<file path="src/rtl/vector_instr_sequencer.sv">
// Instruction replay engine for vector_processor: buffers a short host program,
// issues each entry for HOLD_CYCLES cycles and captures results of store instructions.
module vector_instr_sequencer #(
    parameter int          INSTR_W     = 13,
    parameter int          DATA_W      = 512,
    parameter int          DEPTH       = 16,
    parameter int          HOLD_CYCLES = 2,
    parameter logic [3:0]  STORE_OP    = 4'b0110
) (
    input  logic                     clk,
    input  logic                     reset,
    input  logic                     load_valid,
    output logic                     load_ready,
    input  logic [INSTR_W-1:0]       load_instr,
    input  logic                     start,
    input  logic                     abort,
    output logic [INSTR_W-1:0]       instruction_set,
    output logic                     issue_strobe,
    input  logic [DATA_W-1:0]        mem_written,
    output logic [DATA_W-1:0]        capture_data,
    output logic                     capture_valid,
    output logic                     busy,
    output logic                     done,
    output logic [$clog2(DEPTH):0]   count
);

    localparam int AW  = $clog2(DEPTH);
    localparam int HCW = (HOLD_CYCLES > 1) ? $clog2(HOLD_CYCLES) : 1;
    localparam logic [AW:0]    FULL_CNT  = (AW+1)'(DEPTH);
    localparam logic [HCW-1:0] HOLD_LAST = HCW'(HOLD_CYCLES - 1);

    typedef enum logic {IDLE, HOLD} state_e;

    state_e               state_q, state_d;
    logic [AW:0]          wr_ptr_q, wr_ptr_d;
    logic [AW-1:0]        rd_ptr_q, rd_ptr_d;
    logic [HCW-1:0]       hold_cnt_q, hold_cnt_d;
    logic [INSTR_W-1:0]   instruction_set_q, instruction_set_d;
    logic                 issue_strobe_q, issue_strobe_d;
    logic [DATA_W-1:0]    capture_data_q, capture_data_d;
    logic                 capture_valid_q, capture_valid_d;
    logic                 done_q, done_d;

    logic [INSTR_W-1:0]   instr_buf_q [DEPTH];

    logic                 load_accept;
    logic                 more_instr;
    logic [AW-1:0]        rd_next;

    assign load_ready  = (state_q == IDLE) && (wr_ptr_q < FULL_CNT);
    assign load_accept = load_valid && load_ready && !abort;
    assign rd_next     = rd_ptr_q + AW'(1);
    // Compared one bit wider so a completely full buffer is recognised as finished.
    assign more_instr  = ({1'b0, rd_ptr_q} + (AW+1)'(1)) < wr_ptr_q;

    // NOTE: every variable gets a default at the top of always_comb so no path
    // leaves it unassigned; that is what keeps this block from inferring latches.
    always_comb begin
        state_d           = state_q;
        wr_ptr_d          = wr_ptr_q;
        rd_ptr_d          = rd_ptr_q;
        hold_cnt_d        = hold_cnt_q;
        instruction_set_d = instruction_set_q;
        capture_data_d    = capture_data_q;
        issue_strobe_d    = 1'b0;
        capture_valid_d   = 1'b0;
        done_d            = 1'b0;

        if (abort) begin
            state_d           = IDLE;
            instruction_set_d = '0;
            wr_ptr_d          = '0;
            rd_ptr_d          = '0;
            hold_cnt_d        = '0;
        end else begin
            case (state_q)
                IDLE: begin
                    if (load_accept) begin
                        wr_ptr_d = wr_ptr_q + (AW+1)'(1);
                    end
                    if (start && (wr_ptr_q != '0)) begin
                        instruction_set_d = instr_buf_q[0];
                        issue_strobe_d    = 1'b1;
                        hold_cnt_d        = HOLD_LAST;
                        rd_ptr_d          = '0;
                        state_d           = HOLD;
                    end
                end
                HOLD: begin
                    if (hold_cnt_q != '0) begin
                        hold_cnt_d = hold_cnt_q - HCW'(1);
                    end else begin
                        if (instruction_set_q[INSTR_W-1 -: 4] == STORE_OP) begin
                            capture_data_d  = mem_written;
                            capture_valid_d = 1'b1;
                        end
                        if (more_instr) begin
                            rd_ptr_d          = rd_next;
                            instruction_set_d = instr_buf_q[rd_next];
                            issue_strobe_d    = 1'b1;
                            hold_cnt_d        = HOLD_LAST;
                        end else begin
                            instruction_set_d = '0;
                            done_d            = 1'b1;
                            wr_ptr_d          = '0;
                            rd_ptr_d          = '0;
                            state_d           = IDLE;
                        end
                    end
                end
                default: state_d = IDLE;
            endcase
        end
    end

    // NOTE: state flops use non-blocking assignments so every flop samples the
    // pre-edge value of the others, independent of statement order.
    always_ff @(posedge clk or negedge reset) begin
        if (!reset) begin
            state_q           <= IDLE;
            wr_ptr_q          <= '0;
            rd_ptr_q          <= '0;
            hold_cnt_q        <= '0;
            instruction_set_q <= '0;
            issue_strobe_q    <= 1'b0;
            capture_data_q    <= '0;
            capture_valid_q   <= 1'b0;
            done_q            <= 1'b0;
        end else begin
            state_q           <= state_d;
            wr_ptr_q          <= wr_ptr_d;
            rd_ptr_q          <= rd_ptr_d;
            hold_cnt_q        <= hold_cnt_d;
            instruction_set_q <= instruction_set_d;
            issue_strobe_q    <= issue_strobe_d;
            capture_data_q    <= capture_data_d;
            capture_valid_q   <= capture_valid_d;
            done_q            <= done_d;
        end
    end

    // NOTE: the buffer has no reset; entries are only read below wr_ptr, which
    // is reset, so stale contents are never observable.
    always_ff @(posedge clk) begin
        if (load_accept) begin
            instr_buf_q[wr_ptr_q[AW-1:0]] <= load_instr;
        end
    end

    assign instruction_set = instruction_set_q;
    assign issue_strobe    = issue_strobe_q;
    assign capture_data    = capture_data_q;
    assign capture_valid   = capture_valid_q;
    assign done            = done_q;
    assign busy            = (state_q == HOLD);
    assign count           = wr_ptr_q;

endmodule

</file>
<file path="config.mk">
export PLATFORM = sky130hd
export DESIGN_NAME = vector_instr_sequencer
export DESIGN_NICKNAME = d
export VERILOG_FILES = /design/src/rtl/vector_instr_sequencer.sv
export SDC_FILE = /design/constraint.sdc
export NUM_CORES = 1
export LEC_CHECK = 0
export ABC_AREA = 1
export ABC_CLOCK_PERIOD_IN_PS = 5700
export CAP_MARGIN = 15
export CORE_AREA = 2 2 414 416
export DETAILED_ROUTE_END_ITERATION = 12
export DIE_AREA = 0 0 416 418
export HOLD_SLACK_MARGIN = 0.1
export PLACE_DENSITY_LB_ADDON = 0.25
export SETUP_SLACK_MARGIN = 0.4
export SLEW_MARGIN = 10
export SYNTH_ARGS = -nofsm -noshare
export SYNTH_HDL_FRONTEND = slang
export SYNTH_SLANG_ARGS = --single-unit
</file>
<file path="constraint.sdc">
create_clock -name clk -period 5.7 [get_ports clk]
set_input_delay 1.425 -clock clk [delete_from_list [all_inputs] [get_ports clk]]
set_output_delay 1.425 -clock clk [all_outputs]
set_load 0.05 [all_outputs]
</file>
=== Yosys cells after proc, flatten, opt, wreduce, memory -nomap -nowiden ===
Memories as Yosys holds them, arrays and structs flattened.
Cells that the tools add are included.

* Register bits: 539
* RAM bits: 208
* Bits of input ports: 530
* Output and inout bits: 535
* Logic and storage cells: 70
* Memories kept: 1

* Add/sub/neg operators: 4
* Order comparisons: 2
* Eq/ne operators: 5
* Mux-type cells: 37
* Bitwise gates (word level): 3
* Reduce and logical (&&, ||, !) cells: 9

{| class="wikitable"
|+ Memory list
! memory !! depth !! width !! rd ports !! clocked after Yosys merged registers in !! wr ports !! RTL line !! source
|-
| instr_buf_q || 16 || 13 || 2 || 0 || 1 || 44 || <nowiki>logic [INSTR_W-1:0] instr_buf_q [DEPTH];</nowiki>
|}

{| class="wikitable"
|+ Operators with widths
! operator !! number
|-
| $mux 13 || 4
|-
| $pmux 13 s2 || 1
|-
| $mux 5 || 4
|-
| $mux 1 || 19
|-
| $mux 4 || 4
|-
| $pmux 5 s2 || 1
|-
| $ne 3x3->1 const B || 3
|-
| $pmux 4 s2 || 1
|-
| $pmux 1 s2 || 3
|-
| $add 4x1->5 const B || 1
|-
| $add 5x1->5 const B || 1
|-
| $lt 5x5->1 || 1
|-
| $lt 5x5->1 const B || 1
|-
| $reduce_bool 5->1 || 1
|-
| $add 4x1->4 const B || 1
|-
| $eq 4x3->1 const B || 1
|-
| $logic_and 1x1->1 || 4
|-
| $reduce_and 4->1 || 1
|-
| $ne 3x2->1 const B || 1
|-
| $not 1->1 || 3
|-
| $reduce_and 3->1 || 1
|-
| $reduce_and 2->1 || 1
|-
| $logic_not 1->1 || 1
|-
| $sub 1x1->1 const B || 1
|}

=== Longest topological paths before layout ===
Gate-level depths: netlist of the first run.

* Depth after elaboration: 7
* Gate-level depth with buffers: 16
* Depth with buffers taken out: 15

=== Worst setup path after synthesis of the first run ===
Ideal clock, no wire load.

* Kind: input-to-reg
* Start: in load_valid
* End: mem instr_buf_q[10][0], enable pin
* Library setup time: 0.382 ns
* Data arrival time: 2.574 ns
* Required time: 5.318 ns
* Setup slack: 2.744 ns
* Cell stages on the path: 5
* Path buffers: 0
* Path through: nor3b_1 nand2_1 inv_1 nand2_1 nor2_1

* Word-level cells in the longest chain between the ends: 4

{| class="wikitable"
|+ Ends and longest elaborated chain
! element !! RTL line !! source
|-
| start, declared || 12 || <nowiki>input logic load_valid,</nowiki>
|-
| $logic_and 1x1->1 (2 in series) || 51 || <nowiki>assign load_accept = load_valid && load_ready && !abort;</nowiki>
|-
| $mux 1 || 145 || <nowiki>if (load_accept) begin</nowiki>
|-
| $mux 1 (not written as such) || 146 || <nowiki>instr_buf_q[wr_ptr_q[AW-1:0]] <= load_instr;</nowiki>
|-
| end, declared || 44 ||
|}

No other way between the ends.

=== Final worst setup path of the first run ===
* Start: reg state_q, in the netlist busy
* End: out load_ready

* Word-level cells in the longest chain between the ends: 2

{| class="wikitable"
|+ Ends and longest elaborated chain
! element !! RTL line !! source
|-
| start, declared || 34 || <nowiki>state_e state_q, state_d;</nowiki>
|-
| start signal, assigned || 130 || <nowiki>state_q <= state_d;</nowiki>
|-
| $not 1->1 || -- ||
|-
| $logic_and 1x1->1 || 50 || <nowiki>assign load_ready = (state_q == IDLE) && (wr_ptr_q < FULL_CNT);</nowiki>
|-
| end, declared || 13 || <nowiki>output logic load_ready,</nowiki>
|}

No other way between the ends.

==> key figures, run 1 <==
STA
  – Hold Slack: between 400 and 500 ps
  – Final period util: between 60% and 70%
  – Slew Viols, Final: 0
  – Setup TNS: 0 ps
  – Pin slew with the least headroom to its limit: roughly 1300 ps
  – Final Hold Violating Endpoints: 0
  – Post-layout min period: 3970 ps
  – Unrepaired setup endpoints after global routing: false
  – Fmax: between 200 and 300 MHz
  – Clock Skews: about 68 ps
  – Slew margin rel.: approximately 16%
  – # setup viols final: 0

Job
  – Maxcap violations: 0

Layout
  – Area of the multi-input gates: 8370 um2
  – Register Area: 19700 um2
  – Share of cells above drive strength 1: approximately 4.8%
  – Number of fillers in the final layout: roughly 18000
  – Layout area overhead: 56.1%
  – Nets: 4633

Power and ir drop
  – Worst vdd ir: 0.000226 V
  – Flop pwr share: a little over a third
  – Switching pwr: approximately 7600 uW
  – Switching share of total power: roughly two fifths
  – Pwr per Cell Area: around 430 nW/um2
  – Clock power frac: 30.3%
  – P_int: 12000 uW
  – Cell leakage power: just over 0.02 uW
  – Comb power frac: around 34%

CTS
  – Post-CTS Setup Bufs: 0
  – CTS tree: done
  – Clk_lat worst skew: 710 ps
  – Post-CTS sizing: 0
  – CTS root buffer: clkbuf_16
  – CTS Buf Count: 92
  – Htree depth: 3
  – CTS Hold Buffers Added: 0
  – Clk sinks: 747
  – Clock Path Buffers: 3
  – Register clock-pin slew on the reported worst setup and hold paths: around 60 ps

Logic synthesis
  – Most common cell in the synthesized netlist: nand2_1
  – Seq/Total Area, Yosys: 68.0%
  – Number of synthesized flops with an enable pin: around 210
  – Synth Warn #: 0
  – Syn_nets: between 3000 and 4000
  – Average instance area after synthesis: 9.53 um2
  – Largest cells by area after synthesis: dfrtp_1 (47%), nand2_1 (24%), edfxtp_1 (22%), nand3_1 (3.4%), buf_4 (1.3%)
  – Prevailing post-synth register cell: dfrtp_1
  – Synth cell types: 26
  – Ys async rst share: 72.2%
  – Post-synthesis register bit count: ~750
  – Post-Syn Instances: slightly above 3000
  – Top-area cell type share of the netlist area: between 40 and 50%
  – Cell taking the most area after synthesis: dfrtp_1
  – Post-synthesis cell area: 29000 um2
  – Most instantiated cells after synthesis: nand2_1 (1827), dfrtp_1 (539), edfxtp_1 (208), nand3_1 (198), clkbuf_1 (78)

GRT
  – Largest net degree at the start of global routing: around 180
  – Initial antenna violation count: 36
  – Vias in the first global route: about 24000
  – Overflow after GRT: 0
  – First-pass GRT wire length: approximately 190000 um
  – GRT Total Usage: 15.2%

Place
  – DPL Wire Length: 103000 um
  – Port-buffer cells: roughly 1100
  – Placer Congestion: 0.858

Setup path
  – Worst path arrival time: between 2000 and 3000 ps
  – End point of the critical path: load_ready
  – R2R cell count: 11
  – Worst-path cell chain: buf_4 > nor2_1 > clkdlybuf4s50_1
  – FF-to-FF setup slack: between 2000 and 2500 ps
  – Crit path capture type: primary output
  – CP max stage cell: clkdlybuf4s50_1
  – Reg2reg end: instruction_set[10]$_DFFE_PN0P_
  – RR Startpoint: rd_ptr_q[0]$_DFFE_PN0P_
  – Delay-heaviest family, CP: buffers and inverters
  – CP peak stage delay: between 900 and 1000 ps
  – CP startpoint kind: flip-flop
  – Crit path from: busy$_DFF_PN0_
  – Worst Path Max Fanout: 32
  – Crit path kind: reg -> out
  – Worst path depth: 3
  – Number of buffers and inverters on the critical path: 2
  – CP Data Required Time: 4280 ps

Worst hold path
  – Worst Hold Class: reg -> reg

Floorplan
  – Die height: ~420 um
  – Initial Util: ~17%
  – Core Area: between 150000 and 200000 um2
  – Die X: around 420 um
  – Row count: approximately 150
  – Die Footprint: between 150000 and 200000 um2
  – IO Count: 1065

Routing
  – Antenna Nets Post-Route: 0
  – Wire per inst: ~21 um
  – DR pass1 iterations: 5
  – Drt first-iter violations: approximately 1900
  – Number of remaining DRC errors: 0
  – Routed Wire Length: roughly 140000 um
  – Via Count: between 20000 and 25000
  – Vias per inst: about 3.9

Outcome
  – Status: finished clean
[how the worst min path moves through the flow]
| stage | startpoint | depth (start not counted) | slack (ps) | to |
|---|---|---|---|---|
| 3_5_place_dp | capture_data[442]$_DFFE_PN0P_ | 2 | 460 | capture_data[442]$_DFFE_PN0P_ |
| 2_1_floorplan | rd_ptr_q[1]$_DFFE_PN0P_ | 2 | 480 | rd_ptr_q[1]$_DFFE_PN0P_ |
| 3_3_place_gp | capture_data[118]$_DFFE_PN0P_ | 2 | 460 | capture_data[118]$_DFFE_PN0P_ |
| 5_1_grt | capture_data[118]$_DFFE_PN0P_ | 2 | 490 | capture_data[118]$_DFFE_PN0P_ |
| 6_report | capture_data[214]$_DFFE_PN0P_ | 2 | 470 | capture_data[214]$_DFFE_PN0P_ |
| 4_1_cts | capture_data[331]$_DFFE_PN0P_ | 2 | 480 | capture_data[331]$_DFFE_PN0P_ |
[cell families after synthesis]
kind of cell / count (synthesis) / share of synthesized area (%)
and+or+nand+nor: 2093 / 28.1
DFF: 747 / 68.0
xor gates and xnor gates: 2 / 0.0604
adders and majority gates: 9 / 0.388
buffers and inverters: 180 / 3.18
AOI/OAI and AO/OA: 13 / 0.259
[tightest hold or removal path, stage by stage (launching register included)]
cell and delay (ps):
dfrtp_1 340, nand2_1 50, nand2_1 50
[metrics by stage]
step                worst slack, ps  total power (uW)  area, um2  util, %  instances
finish                         1730             19600      45300     26.8       6396
global route                   1600             20400      45200     26.8       6390
global placement               1810             13800      42200     24.9       6218
detailed placement             1760             13900      42200     24.9       6218
floorplan                      2740             10800      29000        -       3044
CTS                            1570             19900      45200     26.7       6384
[layer usage]
| metal | vias up | GRT usage, % | wire length [um] |
|---|---|---|---|
| met5 | - | 0 | 112 |
| met4 | 18 | 4.57 | 3740 |
| met3 | 189 | 3.28 | 7710 |
| met2 | 767 | 27.0 | 70000 |
| met1 | 12100 | 18.3 | 55700 |
| li1 | 11700 | - | - |
[cell type report]
type / count / area share, %
antenna: 12 / 0.0663
tap: 2218 / 6.13
timing repair buffer: 1114 / 24.7
multi-input combinational: 2117 / 18.5
sequential: 747 / 43.6
clock buffer: 131 / 5.79
inverter: 22 / 0.199
clock inverter: 35 / 0.987
[state kept, by name (all words and copies together) (netlist names)]
name and cells:
capture_data 512, instr_buf_q 208, instruction_set 13, count 5, rd_ptr_q 4, busy 1, capture_valid 1, done 1
hold_cnt_q 1, issue_strobe 1
[cell usage in the layout (no fill, tap or decap), drive strengths merged, types with 4 or more instances in the layout]
master / instances
bufinv: 6
nand4: 4
clkbuf: 131
dfrtp: 539
nand3: 198
ha: 9
nor2: 58
diode: 12
buf: 51
o21ai: 6
clkinv: 27
inv: 23
nand2: 1829
edfxtp: 208
clkdlybuf4s50: 1063
[power by group through the flow]
stage,clock network [uW],registers (uW),logic (uW)
2_1_floorplan,0,9840,968
3_3_place_gp,0,7000,6840
3_5_place_dp,0,7010,6850
4_1_cts,6150,6920,6860
5_1_grt,6330,7020,7080
6_report,5960,6920,6760
No activity file was read; power rests on OpenSTA's default activity.
==> inputs of run 2 (changes only) <==
--- a/config.mk
+++ b/config.mk
@@ -6,7 +6,7 @@
 export NUM_CORES = 1
 export LEC_CHECK = 0
 export ABC_AREA = 1
-export ABC_CLOCK_PERIOD_IN_PS = 5700
+export ABC_CLOCK_PERIOD_IN_PS = 3500
 export CAP_MARGIN = 15
 export CORE_AREA = 2 2 414 416
 export DETAILED_ROUTE_END_ITERATION = 12
==> constraint.sdc (replaced) <==
create_clock -name clk -period 3.5 [get_ports clk]
set_input_delay 0.875 -clock clk [delete_from_list [all_inputs] [get_ports clk]]
set_output_delay 0.875 -clock clk [all_outputs]
set_load 0.05 [all_outputs]
==> run 2 against run 1 <==
Effect of this change: via count rose by 0.34%; wire length grew 0.22%; clock-buffer cell count rose by 4; largest cell class unchanged.
==> key figures, run 2 (synthesized netlist as in run 1, its figures left out) <==
Outcome
  – Status: finished clean

Worst hold path
  – Worst Hold Class: in -> async

Place
  – DP Area: 42500 um2 (+0.77%)
  – Port-buffer cells: 1064 (unchanged)
  – Placer Congestion: 0.901 (+5.0%)
  – DPL Wire Length: 105000 um (+2.3%)

CTS
  – CTS Buf Count: 93 (+1.1%)
  – Clk sinks: 747 (unchanged)
  – Post-CTS Setup Bufs: 0 (unchanged)
  – CTS Hold Buffers Added: 0 (unchanged)
  – Htree depth: 3 (unchanged)
  – Register clock-pin slew on the reported worst setup and hold paths: 60 ps (about the same)
  – Clock Path Buffers: 3 (unchanged)
  – Clk_lat worst skew: 720 ps (about the same)
  – CTS root buffer: clkbuf_16
  – CTS tree: done

Layout
  – Most frequent cells in the layout: nand2_1 (1826), clkdlybuf4s50_1 (1057), dfrtp_1 (538), edfxtp_1 (208), nand3_1 (198)
  – Share of cells above drive strength 1: 6.39% (+1.6 points)
  – Max reg flops: 512 (unchanged)
  – Commonest non-fill, non-tap cell in the layout: nand2_1
  – Design Area, Final: 45700 um2 (+1.0%)
  – Layout area overhead: 57.7%
  – Nets: 4673 (+0.86%)

Setup path
  – CP Data Required Time: 2620 ps (-1660 ps)
  – Crit path kind: reg -> out
  – Number of buffers and inverters on the critical path: 1 (-1)
  – Worst path depth: 1 (-2)
  – CP peak stage delay: 1090 ps (+170 ps)
  – CP max stage cell: clkdlybuf4s50_1
  – Worst-path cell chain: clkdlybuf4s50_1
  – Crit path capture type: primary output
  – R2R cell count: 12 (+1)
  – Worst Path Max Fanout: 2 (-94%)
  – FF-to-FF setup slack: 820 ps (-1320 ps)
  – Worst path arrival time: 2140 ps (-400 ps)
  – Delay-heaviest family, CP: buffers and inverters
  – CP startpoint kind: flip-flop

Power and ir drop
  – Comb power frac: 34.2% (-0.2 points)
  – Switching pwr: 12500 uW (+63%)
  – Pwr per Cell Area: 705 nW/um2 (+62%)
  – Cell leakage power: 0.0210 uW (+1.6%)
  – P_int: 19800 uW (+65%)
  – Clock power frac: 30.8% (+0.5 points)
  – Flop pwr share: 35.0% (-0.2 points)
  – Worst vdd ir: 0.000364 V (+61%)
  – Switching share of total power: 38.7% (-0.18 points)

Routing
  – Vias per inst: 3.85 (-0.53%)
  – Drt first-iter violations: 1778 (-5.2%)
  – Wire per inst: 21.3 um (-0.65%)
  – Number of remaining DRC errors: 0 (unchanged)
  – Antenna Nets Post-Route: 0 (unchanged)
  – DR pass1 iterations: 5 (unchanged)
  – Via Count: 24900 (+0.34%)
  – Routed Wire Length: 138000 um (+0.22%)

GRT
  – Initial antenna violation count: 38 (+5.6%)
  – GRT Total Usage: 15.3% (+0.090 points)
  – Global Route met1 Usage: 18.2% (-0.12 points)
  – M2 GR Usage: 26.8% (-0.19 points)
  – GR Util met3: 3.48% (+0.20 points)
  – Overflow after GRT: 0 (unchanged)
  – Global route hottest layer: met2
  – First-pass GRT wire length: 192000 um (about the same)
  – Vias in the first global route: 24800 (+1.6%)
  – Largest net degree at the start of global routing: 110 (-38%)

Floorplan
  – Die Footprint: 174000 um2 (unchanged)
  – IO Count: 1065 (unchanged)
  – Die X: 416 um (unchanged)
  – Row count: 151 (unchanged)
  – Die height: 418 um (unchanged)
  – Core Area: 169000 um2 (unchanged)
  – Initial Util: 17.2% (unchanged)

STA
  – Setup TNS: 0 ps (unchanged)
  – Slew margin rel.: 39.2% (+23 points)
  – Post-layout min period: just over 3000 ps
  – Clock Skews: 46.9 ps (-20.6 ps)
  – Pin slew with the least headroom to its limit: 909 ps (-352 ps)
  – Slew Viols, Final: 0 (unchanged)
  – Final period util: a little under nine tenths
  – Fmax: 332 MHz
  – Final Hold Violating Endpoints: 0 (unchanged)
  – # setup viols final: 0 (unchanged)
  – Unrepaired setup endpoints after global routing: false

Job
  – Maxcap violations: 0 (unchanged)
==> run 2: final timing paths <==
check / start / end
worst max-delay path: capture_data[509]$_DFFE_PN0P_ / capture_data[509]
worst min register to register: capture_data[493]$_DFFE_PN0P_ / capture_data[493]$_DFFE_PN0P_
worst max register to register: rd_ptr_q[0]$_DFFE_PN0P_ / instruction_set[10]$_DFFE_PN0P_
min in group clk: capture_data[493]$_DFFE_PN0P_ / capture_data[493]$_DFFE_PN0P_
max in group asynchronous: reset / capture_data[396]$_DFFE_PN0P_
worst min-delay path: reset / capture_data[164]$_DFFE_PN0P_
==> run 2: metal layers <==
metal,vias to the layer above,wire length [um]
met5,-,91
met4,14,4600
met3,203,7890
met2,807,70200
met1,12100,54800
li1,11800,-
==> run 2: final cells by class <==
cell class                      count  area, um2
Tap cell                         2218       2780
Clock inverter                     38        357
Sequential cell                   747      19700
Antenna cell                       22       55.1
Clock buffer                      135       2830
Multi-Input combinational cell   2117       8360
Inverter                           22       90.1
Fill cell                       17900     123000
Timing Repair Buffer             1153      11500
==> run 2: power groups by stage <==
stage               clock, uW  combinational, uW  sequential [uW]
floorplan                   0               1580            16000
global placement            0              11200            11400
detailed placement          0              11200            11400
CTS                     10200              11200            11300
global route            10600              11500            11400
finish                   9910              11000            11300
==> run 2: metrics by stage <==
stage | hold WS [ps] | total power (uW) | std cells | utilization, % | worst slack, ps
after global placement | 461 | 22600 | 6257 | 25.1 | 539
after floorplan | 478 | 17600 | 3044 | - | 1080
after global routing | 136 | 33600 | 6444 | 27.0 | 435
after detailed placement | 464 | 22600 | 6257 | 25.1 | 502
final | 148 | 32200 | 6452 | 27.0 | 484
after CTS | 107 | 32700 | 6430 | 27.0 | 414
==> run 2: timing repair <==
item,in CTS,in global routing
resized for setup,3,0
endpoints found under the hold margin,0,0
endpoints found under the setup margin,3,0
==> run 2: worst register-to-register path: stages (launching register included) <==
cell and delay, ps:
dfrtp_4 480, ha_2 190, nand2_1 70, inv_1 50, nor2_2 160, buf_4 410, inv_2 430, nand3_1 220
nand3_1 200, nand3_1 170, nand2_1 70, nand2_1 60, nand2_1 40
